===== src/rtl/irq_pkg.sv =====
// Shared types and default widths for the interrupt pending latch.
package irq_pkg;

  localparam int unsigned IRQ_N  = 8;
  localparam int unsigned IRQ_CW = $clog2(IRQ_N);

  typedef enum logic [1:0] {
    IDLE   = 2'd0,
    REQ    = 2'd1,
    SETTLE = 2'd2
  } irq_state_e;

endpackage


===== src/rtl/irq_sync_edge.sv =====
// Per-line synchroniser with rising-edge detection on the synchronised level.
module irq_sync_edge #(
  parameter int unsigned SYNC_STAGES = 2
) (
  input  logic clk,
  input  logic rst_n,
  input  logic raw,
  output logic rise_c
);

  logic [SYNC_STAGES-1:0] sync_q;
  logic                   prev_q;

  always_ff @(posedge clk or negedge rst_n) begin
    if (!rst_n) begin
      sync_q <= '0;
      prev_q <= 1'b0;
    end else begin
      sync_q <= {sync_q[SYNC_STAGES-2:0], raw};
      prev_q <= sync_q[SYNC_STAGES-1];
    end
  end

  assign rise_c = sync_q[SYNC_STAGES-1] & ~prev_q;

endmodule


===== src/rtl/irq_pending_latch.sv =====
// Latches synchronised interrupt edges as pending bits and hands them to the
// consumer one request at a time. Define IRQ_PENDING_LATCH_LOST_EN to add the
// sticky `lost` vector for events that merged into an already-pending bit.
module irq_pending_latch
  import irq_pkg::*;
#(
  parameter int unsigned N           = IRQ_N,
  parameter int unsigned CW          = IRQ_CW,
  parameter int unsigned SYNC_STAGES = 2
) (
  input  logic          clk,
  input  logic          rst_n,
  input  logic [N-1:0]  irq_raw,
  input  logic [N-1:0]  mask,
  output logic [N-1:0]  pending,
  output logic          irq_req,
  input  logic          ack,
  input  logic [CW-1:0] ack_code,
  output logic          busy
`ifdef IRQ_PENDING_LATCH_LOST_EN
  ,
  output logic [N-1:0]  lost
`endif
);

  irq_state_e   state_q, state_d;
  logic [N-1:0] pend_q, pend_d;
  logic [N-1:0] rise;
  logic [N-1:0] clr_c;
  logic         accept_c;

  for (genvar g = 0; g < N; g++) begin : g_line
    irq_sync_edge #(
      .SYNC_STAGES(SYNC_STAGES)
    ) u_sync_edge (
      .clk   (clk),
      .rst_n (rst_n),
      .raw   (irq_raw[g]),
      .rise_c(rise[g])
    );
  end

  // Mask only gates visibility; capture is unconditional.
  assign pending = pend_q & mask;

  // Next state and acknowledge acceptance.
  always_comb begin
    state_d  = state_q;
    accept_c = 1'b0;
    case (state_q)
      IDLE: begin
        if (|pending) state_d = REQ;
      end
      REQ: begin
        if (ack) begin
          accept_c = 1'b1;
          state_d  = SETTLE;
        end else if (!(|pending)) begin
          state_d = IDLE;
        end
      end
      SETTLE:  state_d = IDLE;
      default: state_d = IDLE;
    endcase
  end

  // Out-of-range codes match no index and clear nothing; a new edge beats the clear.
  always_comb begin
    clr_c = '0;
    for (int unsigned i = 0; i < N; i++) begin
      clr_c[i] = accept_c && (32'(ack_code) == i);
    end
    pend_d = (pend_q & ~clr_c) | rise;
  end

  always_ff @(posedge clk or negedge rst_n) begin
    if (!rst_n) begin
      state_q <= IDLE;
      pend_q  <= '0;
      irq_req <= 1'b0;
      busy    <= 1'b0;
    end else begin
      state_q <= state_d;
      pend_q  <= pend_d;
      irq_req <= (state_d == REQ);
      busy    <= (state_d != IDLE);
    end
  end

`ifdef IRQ_PENDING_LATCH_LOST_EN
  // Sticky overflow: edge onto a pending bit that is not being cleared this cycle.
  always_ff @(posedge clk or negedge rst_n) begin
    if (!rst_n) begin
      lost <= '0;
    end else begin
      lost <= (lost & ~clr_c) | (rise & pend_q & ~clr_c);
    end
  end
`endif

endmodule

===== config.mk =====
export PLATFORM = sky130hd
export DESIGN_NAME = irq_pending_latch
export DESIGN_NICKNAME = d
export VERILOG_FILES = /design/src/rtl/irq_pkg.sv /design/src/rtl/irq_sync_edge.sv /design/src/rtl/irq_pending_latch.sv
export SDC_FILE = /design/constraint.sdc
export NUM_CORES = 1
export LEC_CHECK = 0
export CELL_PAD_IN_SITES_DETAIL_PLACEMENT = 0
export CELL_PAD_IN_SITES_GLOBAL_PLACEMENT = 1
export CORE_MARGIN = 1
export CORE_UTILIZATION = 37
export CTS_BUF_LIST = sky130_fd_sc_hd__clkbuf_16
export DETAILED_ROUTE_END_ITERATION = 10
export PLACE_DENSITY_LB_ADDON = 0.1
export SKIP_LAST_GASP = 1
export SYNTH_ARGS = -nofsm -noshare
export SYNTH_HDL_FRONTEND = slang
export SYNTH_SLANG_ARGS = --single-unit

===== constraint.sdc =====
create_clock -name clk -period 1.25 [get_ports clk]
set_clock_uncertainty 0.1 [all_clocks]
set_input_delay 0.25 -clock clk [delete_from_list [all_inputs] [get_ports clk]]
set_output_delay 0.25 -clock clk [all_outputs]
set_load 0.005 [all_outputs]

After elaboration in Yosys (flattened, before gate mapping)
Cells that the tools add are included.
- register bits: 36
- output and inout bits: 10
- word-level logic and storage cells: 67
- bits of input ports: 22
- bitwise logic cells: 20
- reductions and logical operators: 12
- muxes and demuxes: 6
- eq/ne operators: 9
- operators with widths (operator ; count):
    bitwise AND 8 bit ; 2
    == test 3 bit, second input constant ; 4
    bitwise AND 1 bit ; 8
    logical AND 1 bit ; 8
    inverter 1 bit ; 8
    inverter 8 bit ; 1
    bitwise OR 8 bit ; 1
    OR reduction 8 bit ; 1
    == test 3 x 2 -> 1 bit, second input constant ; 2
    2-to-1 mux 2 bit ; 3
    == test 2 x 1 -> 1 bit, second input constant ; 2
    case mux 2 bit (2 select lines) ; 1
    == test 3 x 1 -> 1 bit, second input constant ; 1
    logical NOT 3 bit ; 1
    logical NOT 2 bit ; 1
    2-to-1 mux 1 bit ; 2
    nonzero test 2 bit ; 1

Logic depth before layout (Yosys ltp)
- word-level depth: 6
- depth in mapped cells: 3
- mapped depth without buffers: 3

By module
A second synthesis with hierarchy kept.
- cell total of the unflattened synthesis: 82
- area, all modules: 1282.5 µm²
- by module, submodules not included (module ; area each (µm²) ; instances ; seq. area each (µm²) ; cells each):
    irq_sync_edge ; 88.8 ; 8 ; 75.1 ; 4
    irq_pending_latch ; 571.8 ; 1 ; 300.3 ; 50

Worst setup path after synthesis
Ideal clock, no wire load.
- kind: reg2reg
- from: reg state_q[1]
- to: reg pend_q[0]
- data arrival time: 889 ps
- path slack: 132 ps
- stages on the path, launching flop included: 4
- clock period less this slack: 1118 ps
- buffers on the path: 0
- setup time: 129 ps
- required time: 1021 ps
- cells stage by stage: dfrtp_1 -> nand4bb_1 -> o31ai_1 -> o21ai_1
- longest elaborated chain between the ends: 6
- ends and longest elaborated chain (element ; RTL line ; text):
    start: declaration ; irq_pending_latch.sv:26 ; irq_state_e state_q, state_d;
    start signal: assignment ; irq_pending_latch.sv:83 ; state_q <= state_d;
    == test 2 x 1 -> 1 bit ; irq_pending_latch.sv:50 ; case (state_q)
    2-to-1 mux 1 bit ; irq_pending_latch.sv:50 ;
    logical AND 1 bit ; irq_pending_latch.sv:71 ; clr_c[i] = accept_c && (32'(ack_code) == i);
    inverter 8 bit ; irq_pending_latch.sv:73 ; pend_d = (pend_q & ~clr_c) | rise;
    bitwise AND 8 bit ; irq_pending_latch.sv:73 ;
    bitwise OR 8 bit ; irq_pending_latch.sv:73 ;
    named net pend_d[0] ; irq_pending_latch.sv:27 ; logic [N-1:0] pend_q, pend_d;
    end signal: assignment ; irq_pending_latch.sv:84 ; pend_q <= pend_d;
    end: declaration ; irq_pending_latch.sv:27 ;
The timed path passes the listed nets, and every way through them passes these cells.

Worst setup path in the final report
- from: reg state_q[1]
- to: reg pend_q[4]
The elaborated chain is that of the path after synthesis.

==> run metrics <==
status finished with violations; failing checks negative setup slack; DR vias 787; starting density of the core 0.387; Port-buffer cells 31; Final HPWL DP between 1 and 1.5 mm; CTS tree yes; drt wl/cell 11.5 um; Die Height about 58 um; pin count of the biggest net entering global routing 37; period utilization 1.04; area of the core 0.00303 mm2; final-report max-slew violation count 0; Synth top area share 0.769; # DRC 0; die area around 0.0034 mm2; wire length on met3 approximately 110 um; gp weighted congestion roughly 0.8; pre-CTS setup slack -496 ps; final hold violation count 0; die width 58.3 um; Max clock buf depth 2; Distinct cells, synth 15; Area growth syn-to-layout 55.3%; depth of the CTS H-tree 2; initial antenna violation count 0; Core Util, Final 0.601; Post-Route Setup TNS -181 ps; total power 0.00278 W; std cell rows 20; routed wl met2 approximately 1.1 mm; share of cells above drive strength 1 0.292; placed insts 170; Mapped Cells 83; Total GRT Usage 0.147; Non-Filler Instances 181; DR iter-0 viols 16; fin crit period 1300 ps; top routing layer in use met4; Clk pin slew, worst setup/hold paths approximately 60 ps; vias in the first global route 781; PD cells around 1500 mW/mm2; Yosys reg bits 36; # fillers between 200 and 300; synthesized area per cell between 10 and 15 um2; clk_lat worst skew ~270 ps; unrepaired setup endpoints after global routing true; WL met1 860 um; Nets roughly 160; Max Cap Viol 0; final count of negative-setup-slack endpoints 8; CTS buffer count 5; Via density 4.35; CP required around 1300 ps; first-pass GRT wire length 3.34 mm; measured slew at the worst slew-check pin 244 ps; setup ws final -47.1 ps; # clock sinks 36; root buffer cell clkbuf_16; R2R setup slack -50 ps; Arrival @ worst endpoint 1340 ps; CP Max Fanout 4; Peak VDD IR about 0.00099 V; GRT overflow 0; largest area contributor in the netlist dfrtp_1; Pre-antenna DRT Iters 4; Post-DRT Antenna Nets 0; Setup CP Type flop to flop; Fmax achieved roughly 0.77 GHz; post-synthesis sequential area ratio 0.769; Leak 0.812 nW; syn_nets between 100 and 150; routed wire length 2.09 mm; Ports 32; CP endpoint kind flop; startpoint types flop; Syn. warnings 0; ANT cells 0; relative slew slack 0.837; Mapped Area around 0.0012 mm2; Synth area leaders dfrtp_1, and2_1, o21ai_0, a22oi_1, inv_1; HP Class input port to asynchronous set/reset pin
## synth_stat cells
cell        n
nand2_1     2
inv_1       8
a22oi_1     4
nand2b_1    2
and2_1      8
o31ai_1     2
a21oi_1     1
nand4b_1    1
dfrtp_1    36
o21ai_1     4
and4_4      1
a211oi_1    2
o21ai_0    10
nand4bb_1   1
nor2_1      1
## critical path, cell delays in order (launching register included)
cell and delay [ps]:
dfrtp_1 400, nand4b_1 310, o31ai_1 260, o21ai_1 90
## placed cells by master, fill, tap and decap left out, types with 2 or more instances in the layout
| cell type | count |
|---|---|
| dfrtp_1 | 35 |
| clkdlybuf4s50_1 | 12 |
| buf_4 | 12 |
| inv_1 | 9 |
| o21ai_1 | 9 |
| dlygate4sd2_1 | 9 |
| o21ai_0 | 5 |
| and2_1 | 5 |
| clkbuf_16 | 5 |
| buf_2 | 5 |
| buf_6 | 4 |
| and2_4 | 3 |
| a22oi_1 | 3 |
| nand2_1 | 2 |
| a211oi_2 | 2 |
| nand2b_1 | 2 |
| clkdlybuf4s15_1 | 2 |
## where the power goes
group	leakage, nW	switching [W]	internal (W)
Combinational	0.345	0.000127	0.000206
Sequential	0.398	0.0000447	0.00125
Clock	0.0687	0.000425	0.000722
Total	0.812	0.000596	0.00218
## worst paths after layout
check / cells past startpoint / from / endpoint
max: 3 / state_q[1]$_DFF_PN0_ / pend_q[4]$_DFF_PN0_
min: 2 / rst_n / state_q[1]$_DFF_PN0_
max reg2reg: 3 / state_q[1]$_DFF_PN0_ / pend_q[4]$_DFF_PN0_
min reg2reg: 0 / g_line[4].u_sync_edge.sync_q[0]$_DFF_PN0_ / g_line[4].u_sync_edge.sync_q[1]$_DFF_PN0_
max in group asynchronous: 2 / rst_n / pend_q[3]$_DFF_PN0_
min in group clk: 0 / g_line[4].u_sync_edge.sync_q[0]$_DFF_PN0_ / g_line[4].u_sync_edge.sync_q[1]$_DFF_PN0_
## flip-flops by register name, indices dropped and copies added, names as in the netlist
register and count:
g_line.u_sync_edge.sync_q 16, pend_q 8, state_q 2, busy 1, irq_req 1, g_line.u_sync_edge.prev_q 8
## cells by family (layout without fill, tap and decap cells)
| logic type | count (synthesis) | after routing | share of synthesized area |
|---|---|---|---|
| DFF | 36 | 36 | 0.769 |
| AOI/OAI and AO/OA | 23 | 23 | 0.115 |
| buffers and inverters | 8 | 62 | 0.0256 |
| and+or+nand+nor | 16 | 16 | 0.0897 |
## through the flow
step                area, um2  hold WS (ps)
detailed placement       1640           239
global route             1820           252
finish                   1820           247
floorplan                1170          -146
global placement         1640           233
CTS                      1790           251
## layout make-up
type / instances / area, um2 / area share
clock inverters: 3 / 15.0 / 0.00825
flip-flops and latches: 36 / 902 / 0.496
inverters: 8 / 30.0 / 0.0165
repair buffers: 46 / 404 / 0.222
well taps: 44 / 55.1 / 0.0303
clock buffers: 5 / 125 / 0.0688
multi-input cells: 39 / 288 / 0.158
## metal layers
| metal | GRT usage | vias to the layer above |
|---|---|---|
| met5 | 0 | - |
| met4 | 0.0816 | 0 |
| met3 | 0.0737 | 2 |
| met2 | 0.251 | 19 |
| met1 | 0.143 | 380 |
| li1 | - | 386 |
## what timing repair did
action | 4_1_cts | 5_1_grt
hold buffers | 0 | 0
gates resized for setup | 49 | 13
pin swaps | 9 | 5
endpoints found under the setup margin | 17 | 20
buffers inserted | 2 | 1
Power figures use the tool's default switching activity.
